[src/rtl/ualfat_cmd_sequencer_if.sv]
// Byte stream from the command sequencer to the SPI byte engine (valid/ready).
interface ualfat_cmd_sequencer_if;
  logic [7:0] tx_data;
  logic       tx_valid;
  logic       tx_ready;

  modport master (output tx_data, output tx_valid, input tx_ready);
  modport slave  (input tx_data, input tx_valid, output tx_ready);
endinterface

[src/rtl/ualfat_cmd_sequencer.sv]
// uALFAT command sequencer: reset pulse, boot wait, then one ROM script per button press.
// Optional BUTTON_DEBOUNCE_EN adds a DEB_CYCLES debounce filter; ROM image comes from ROM_INIT (byte i at bits [8*i +: 8]).
module ualfat_cmd_sequencer #(
  parameter int RST_PULSE = 100,
  parameter int BOOT_WAIT = 1000,
`ifdef BUTTON_DEBOUNCE_EN
  parameter int DEB_CYCLES = 50000,
`endif
  parameter int ROM_DEPTH = 64,
  parameter logic [ROM_DEPTH*8-1:0] ROM_INIT = '0
) (
  input  logic                          i_clk,
  input  logic                          i_rst,
  input  logic                          i_button,
  ualfat_cmd_sequencer_if.master        tx,
  output logic                          o_ualfat_rst_n,
  output logic                          o_seq_busy,
  output logic                          o_boot_done
);

  localparam int CNT_MAX = (RST_PULSE > BOOT_WAIT) ? RST_PULSE : BOOT_WAIT;
  localparam int CNT_W   = (CNT_MAX < 1) ? 1 : $clog2(CNT_MAX + 1);
  localparam int ADDR_W  = $clog2(ROM_DEPTH);
  localparam logic [CNT_W-1:0]  RST_TGT   = CNT_W'((RST_PULSE == 0) ? 0 : RST_PULSE - 1);
  localparam logic [CNT_W-1:0]  BOOT_TGT  = CNT_W'((BOOT_WAIT == 0) ? 0 : BOOT_WAIT - 1);
  localparam logic [ADDR_W-1:0] ADDR_LAST = ADDR_W'(ROM_DEPTH - 1);

  typedef enum logic [2:0] {
    ST_RST_HOLD = 3'd0,
    ST_BOOT     = 3'd1,
    ST_IDLE     = 3'd2,
    ST_FETCH    = 3'd3,
    ST_CHECK    = 3'd4,
    ST_SEND     = 3'd5,
    ST_DONE     = 3'd6
  } state_t;

  state_t            r_state, w_state_nxt;
  logic [CNT_W-1:0]  r_cnt, w_cnt_nxt;
  logic [ADDR_W-1:0] r_addr, w_addr_nxt;
  logic [7:0]        r_rom_q;
  logic [7:0]        r_tx_data, w_tx_data_nxt;
  logic              r_tx_valid, w_tx_valid_nxt;
  logic              r_busy, w_busy_nxt;
  logic              r_urst_n, w_urst_n_nxt;
  logic              r_boot_done, w_boot_done_nxt;
  logic [1:0]        r_btn_sync;
  logic              r_btn_prev;
  logic              w_btn_level;
  logic              w_press;

  always_ff @(posedge i_clk or posedge i_rst) begin
    if (i_rst) begin
      r_btn_sync <= 2'b00;
      r_btn_prev <= 1'b0;
    end else begin
      r_btn_sync <= {r_btn_sync[0], i_button};
      r_btn_prev <= w_btn_level;
    end
  end

`ifdef BUTTON_DEBOUNCE_EN
  localparam int DEB_W = (DEB_CYCLES < 1) ? 1 : $clog2(DEB_CYCLES + 1);
  localparam logic [DEB_W-1:0] DEB_TGT = DEB_W'((DEB_CYCLES == 0) ? 0 : DEB_CYCLES - 1);
  logic [DEB_W-1:0] r_deb_cnt;
  logic             r_deb_level;

  // Level only follows the synchroniser after DEB_CYCLES consecutive disagreeing samples.
  always_ff @(posedge i_clk or posedge i_rst) begin
    if (i_rst) begin
      r_deb_cnt   <= '0;
      r_deb_level <= 1'b0;
    end else if (r_btn_sync[1] == r_deb_level) begin
      r_deb_cnt   <= '0;
    end else if (r_deb_cnt == DEB_TGT) begin
      r_deb_cnt   <= '0;
      r_deb_level <= r_btn_sync[1];
    end else begin
      r_deb_cnt   <= r_deb_cnt + DEB_W'(1);
    end
  end

  assign w_btn_level = r_deb_level;
`else
  assign w_btn_level = r_btn_sync[1];
`endif

  assign w_press = w_btn_level & ~r_btn_prev;

  always_ff @(posedge i_clk or posedge i_rst) begin
    if (i_rst) begin
      r_state     <= ST_RST_HOLD;
      r_cnt       <= '0;
      r_addr      <= '0;
      r_rom_q     <= 8'h00;
      r_tx_data   <= 8'h00;
      r_tx_valid  <= 1'b0;
      r_busy      <= 1'b0;
      r_urst_n    <= 1'b0;
      r_boot_done <= 1'b0;
    end else begin
      r_state     <= w_state_nxt;
      r_cnt       <= w_cnt_nxt;
      r_addr      <= w_addr_nxt;
      r_tx_data   <= w_tx_data_nxt;
      r_tx_valid  <= w_tx_valid_nxt;
      r_busy      <= w_busy_nxt;
      r_urst_n    <= w_urst_n_nxt;
      r_boot_done <= w_boot_done_nxt;
      if (r_state == ST_FETCH) begin
        r_rom_q <= ROM_INIT[{r_addr, 3'b000} +: 8];
      end
    end
  end

  always_comb begin
    w_state_nxt     = r_state;
    w_cnt_nxt       = r_cnt;
    w_addr_nxt      = r_addr;
    w_tx_data_nxt   = r_tx_data;
    w_tx_valid_nxt  = r_tx_valid;
    w_busy_nxt      = r_busy;
    w_urst_n_nxt    = r_urst_n;
    w_boot_done_nxt = r_boot_done;
    case (r_state)
      ST_RST_HOLD: begin
        if (r_cnt == RST_TGT) begin
          w_cnt_nxt    = '0;
          w_urst_n_nxt = 1'b1;
          w_state_nxt  = ST_BOOT;
        end else begin
          w_cnt_nxt    = r_cnt + CNT_W'(1);
        end
      end
      ST_BOOT: begin
        if (r_cnt == BOOT_TGT) begin
          w_cnt_nxt       = '0;
          w_boot_done_nxt = 1'b1;
          w_state_nxt     = ST_IDLE;
        end else begin
          w_cnt_nxt       = r_cnt + CNT_W'(1);
        end
      end
      ST_IDLE: begin
        if (w_press) begin
          w_busy_nxt  = 1'b1;
          w_addr_nxt  = '0;
          w_state_nxt = ST_FETCH;
        end
      end
      ST_FETCH: begin
        w_state_nxt = ST_CHECK;
      end
      ST_CHECK: begin
        if (r_rom_q == 8'h00) begin
          w_state_nxt    = ST_DONE;
        end else begin
          w_tx_data_nxt  = r_rom_q;
          w_tx_valid_nxt = 1'b1;
          w_state_nxt    = ST_SEND;
        end
      end
      ST_SEND: begin
        // Last ROM slot ends the script even without a terminator; the address never wraps.
        if (r_tx_valid && tx.tx_ready) begin
          w_tx_valid_nxt = 1'b0;
          if (r_addr == ADDR_LAST) begin
            w_state_nxt = ST_DONE;
          end else begin
            w_addr_nxt  = r_addr + ADDR_W'(1);
            w_state_nxt = ST_FETCH;
          end
        end
      end
      ST_DONE: begin
        w_busy_nxt  = 1'b0;
        w_addr_nxt  = '0;
        w_state_nxt = ST_IDLE;
      end
      default: begin
        w_state_nxt = ST_RST_HOLD;
      end
    endcase
  end

  assign tx.tx_data     = r_tx_data;
  assign tx.tx_valid    = r_tx_valid;
  assign o_ualfat_rst_n = r_urst_n;
  assign o_seq_busy     = r_busy;
  assign o_boot_done    = r_boot_done;

endmodule
[src/flat_wrapper.sv]
// flat-port wrapper written by rule: the top's interface ports become plain ports
module ualfat_cmd_sequencer_flat 
#(
  parameter int RST_PULSE = 100,
  parameter int BOOT_WAIT = 1000,

  parameter int ROM_DEPTH = 64,
  parameter logic [ROM_DEPTH*8-1:0] ROM_INIT = '0
)
  (i_clk, i_rst, i_button, o_ualfat_rst_n, o_seq_busy, o_boot_done, tx_tx_data, tx_tx_valid, tx_tx_ready);
  ualfat_cmd_sequencer_if tx_i ();
  input  logic i_clk;
  input  logic i_rst;
  input  logic i_button;
  output logic o_ualfat_rst_n;
  output logic o_seq_busy;
  output logic o_boot_done;
  output wire logic [$bits(tx_i.tx_data)-1:0] tx_tx_data;
  output wire logic [$bits(tx_i.tx_valid)-1:0] tx_tx_valid;
  input wire logic [$bits(tx_i.tx_ready)-1:0] tx_tx_ready;
  assign tx_tx_data = tx_i.tx_data;
  assign tx_tx_valid = tx_i.tx_valid;
  assign tx_i.tx_ready = tx_tx_ready;
  ualfat_cmd_sequencer #(.RST_PULSE(RST_PULSE), .BOOT_WAIT(BOOT_WAIT), .ROM_DEPTH(ROM_DEPTH), .ROM_INIT(ROM_INIT)) u_core (.i_clk(i_clk), .i_rst(i_rst), .i_button(i_button), .tx(tx_i), .o_ualfat_rst_n(o_ualfat_rst_n), .o_seq_busy(o_seq_busy), .o_boot_done(o_boot_done));
endmodule
[config.mk]
export PLATFORM = sky130hd
export DESIGN_NAME = ualfat_cmd_sequencer_flat
export DESIGN_NICKNAME = d
export VERILOG_FILES = /design/src/rtl/ualfat_cmd_sequencer_if.sv /design/src/rtl/ualfat_cmd_sequencer.sv /design/src/flat_wrapper.sv
export SDC_FILE = /design/constraint.sdc
export NUM_CORES = 1
export LEC_CHECK = 0
export ABC_CLOCK_PERIOD_IN_PS = 2930
export BUFFER_PORTS_ARGS = -buffer_cell sky130_fd_sc_hd__buf_2
export CELL_PAD_IN_SITES_DETAIL_PLACEMENT = 1
export CELL_PAD_IN_SITES_GLOBAL_PLACEMENT = 1
export CORE_MARGIN = 3
export CORE_UTILIZATION = 47
export CTS_CLUSTER_SIZE = 30
export DETAILED_ROUTE_END_ITERATION = 6
export PLACE_DENSITY = 0.9
export SYNTH_ARGS = -nofsm -noshare
export SYNTH_HDL_FRONTEND = slang
export SYNTH_SLANG_ARGS = --single-unit
export TNS_END_PERCENT = 1
[constraint.sdc]
create_clock -name i_clk -period 2.93 [get_ports i_clk]
set_input_delay 0.1465 -clock i_clk [delete_from_list [all_inputs] [get_ports i_clk]]
set_output_delay 0.1465 -clock i_clk [all_outputs]
set_load 0.05 [all_outputs]
==> flow_metrics.tcl <==
set metrics [dict create \
    status "complete, but fails checks" \
    violations "negative hold slack" \
    hold_viol_final 10 \
    rsz0062_at_grt "false" \
    crit_fanout 8 \
    grt_usage 0.184 \
    start_util 0.516 \
    row_count 18 \
    ys_seq_area_frac 0.486 \
    synth_edf_count 0 \
    overflow 0 \
    slowest_delay_ns 0.50 \
    hp-class "in -> async" \
    avgViaCountPerCell 5.67 \
    cts_buffers 3 \
    clk_pin_slew_ns 0.15 \
    drt-wirelength-per-cell_um 16.5 \
    layout_min_cycle_time_ns 2.05 \
    async_reset_ff_frac 1.00 \
    first_pass_iters 4 \
    yosys_warnings 0 \
    placed_area_sq_mm 0.00136 \
    ys_ff_latch 26 \
    critical_path_required_ns 3.21 \
    setup_viol 0 \
    core_sq_mm 0.00259 \
    avgSynthCellArea_sq_um 10.1 \
    grt_pass1_wl_um 4770 \
    fin_skew_ns 0.0141 \
    path_cells "ha_1 > and3_4 > a311o_1 > or4_1 > a21boi_1" \
    dpl.hpwl_um 2060 \
    crit_type "reg -> reg" \
    drt_iter0_drc 11 \
    power_leakage_nw 0.668 \
    fmax_ghz 0.488 \
    worst_pin_slew_ns 0.955 \
    area_delta_synth_final_pct 6.45 \
    cts_tree "built" \
    final.setup.tns_ns 0 \
    vdd_drop_max_uv 550 \
    cp_data_arrival_time_ns 2.32 \
    chipHeight_um 59.3 \
    postRouteWirelength_um 2820 \
    crit_path_start_kind "flip-flop" \
    clock-sinks 26 \
    ant_nets 0 \
    layout-drive-gt1-share 0.106 \
    dieWidth_um 59.3 \
    synthFlopType "dfrtp_1" \
    cellPowerDensity_mw_per_mm2 768 \
    port-buffer-count 7 \
    design.portCount 16 \
    nets 148 \
    min_period_over_period 0.699 \
    drv_slew 0 \
    cts-root-buf "clkbuf_4" \
    cts_buffer_depth 2 \
    gp_congestion 0.775 \
    pre_cts_ws_ns 0.904 \
    ys_types 39 \
    cp_slowest_cell "or4_1" \
    drv_cap 0 \
    grt_antenna_before_repair 0 \
    slew-limit-headroom 0.362 \
    cts_max_level 1 \
    clock_latency_ns 0.34 \
    via_count 970 \
    grt_max_degree 27 \
    dieArea_sq_mm 0.00352 \
    antenna_cells 0 \
    hold_ws_ns -0.00516 \
    synthCells 133 \
    post_cts_resized 0 \
    synth_area_sq_mm 0.00134 \
    setup_ws_ns 0.881 \
    end_kind "flip-flop" \
    postCtsSetupBuffers 0 \
    final_area_sq_mm 0.00142 \
    drcViolationCount 0 \
    grt_pass1_vias 988 \
    fin_util 0.550 \
]
-- area by class of cell --
class / count / area [sq um]
clock buffers: 3 / 22.5
clock inverters: 1 / 30.0
fillers: 290 / 1170
inverters: 3 / 11.3
multi-input cells: 100 / 627
flip-flops and latches: 26 / 651
well taps: 30 / 37.5
repair buffers: 8 / 45.0
-- layout by cell type, fill, tap and decap left out, types with 2 or more instances in the layout --
cell / count
o31ai_1: 2
and4_1: 2
o21bai_1: 2
nor3_1: 2
inv_1: 3
and3_1: 3
buf_2: 7
a21boi_0: 2
nand4_1: 3
ha_1: 2
conb_1: 8
nor2_1: 12
o21a_1: 3
a21oi_1: 6
nand2b_1: 2
o21ai_0: 5
dfrtp_1: 26
nand3_1: 5
xor2_1: 6
nand2_1: 13
clkbuf_4: 3
nor2b_1: 2
nor4bb_1: 2
xnor2_1: 3
-- logic make-up (layout without fill, tap and decap cells) --
logic type	after synthesis	in the layout	synth area share
XOR/XNOR	9	9	0.0589
flip-flops	26	26	0.486
buffers and inverters	14	15	0.0645
AO/OA/AOI/OAI	29	29	0.152
other	1	8	0.00280
AND/OR/NAND/NOR	52	52	0.217
adder cells (fa/ha/maj)	2	2	0.0187
-- worst max-delay path, delay by kind of cell (launching register included) --
| kind | cells | cell delay [ns] |
|---|---|---|
| AND/OR/NAND/NOR | 2 | 0.70 |
| AO/OA/AOI/OAI | 2 | 0.60 |
| adder cells (fa/ha/maj) | 1 | 0.24 |
| flip-flops | 1 | 0.44 |
-- power breakdown --
part | internal [mW] | switching [mW]
clock network | 0.139 | 0.114
registers | 0.428 | 0.107
logic | 0.122 | 0.185
total | 0.688 | 0.406
-- metrics by stage --
step                      total power [mW]  std cells
after global placement               0.818        166
after detailed placement             0.845        166
final                                 1.09        171
after CTS                             1.10        171
after global routing                  1.17        171
after floorplan                      0.779        140
-- per-layer routing --
metal | global-route usage | part of all wire
met5 | 0 | 0
met4 | 0.0583 | 0.013
met3 | 0.0349 | 0.031
met2 | 0.301 | 0.49
met1 | 0.246 | 0.47
-- cells in the mapped netlist, types with 2 or more instances --
| cell | instances | share of area |
|---|---|---|
| a21boi_0 | 2 | 0.011 |
| a21oi_1 | 6 | 0.022 |
| and3_1 | 3 | 0.014 |
| and4_1 | 2 | 0.013 |
| buf_4 | 9 | 0.051 |
| clkbuf_1 | 2 | 0.0056 |
| dfrtp_1 | 26 | 0.49 |
| ha_1 | 2 | 0.019 |
| inv_1 | 3 | 0.0084 |
| nand2_1 | 13 | 0.036 |
| nand2b_1 | 2 | 0.0094 |
| nand3_1 | 5 | 0.019 |
| nand4_1 | 3 | 0.014 |
| nor2_1 | 12 | 0.034 |
| nor2b_1 | 2 | 0.0094 |
| nor3_1 | 2 | 0.0075 |
| nor4bb_1 | 2 | 0.015 |
| o21a_1 | 3 | 0.017 |
| o21ai_0 | 5 | 0.019 |
| o21bai_1 | 2 | 0.011 |
| o31ai_1 | 2 | 0.011 |
| xnor2_1 | 3 | 0.020 |
| xor2_1 | 6 | 0.039 |
-- state kept, by name, summed over array words and instances (netlist names) --
register / cells
u_core.o_boot_done: 1
u_core.o_seq_busy: 1
u_core.o_ualfat_rst_n: 1
u_core.r_addr: 6
u_core.r_btn_prev: 1
u_core.r_btn_sync: 2
u_core.r_cnt: 10
u_core.r_state: 3
u_core.tx.tx_valid: 1
-- final timing paths --
path                                            from  cells past startpoint                   end  slack, ns
worst max-delay path                u_core.r_addr[0]                      5      u_core.r_addr[5]       0.88
worst min-delay path                           i_rst                      2     u_core.r_btn_prev     -0.005
worst max register to register      u_core.r_addr[0]                      5      u_core.r_addr[5]       0.88
worst min register to register  u_core.r_btn_sync[0]                      0  u_core.r_btn_sync[1]       0.38
max in group asynchronous                      i_rst                      2       u_core.r_cnt[7]       2.34
min in group i_clk                       tx_tx_ready                      3    u_core.tx.tx_valid       0.12
-- timing repair --
| item | CTS | global route |
|---|---|---|
| hold buffers | 1 | 0 |
| endpoints found under the setup margin | 0 | 0 |
| endpoints found under the hold margin | 1 | 0 |
Note: power is estimated with default switching activity, not from simulation.
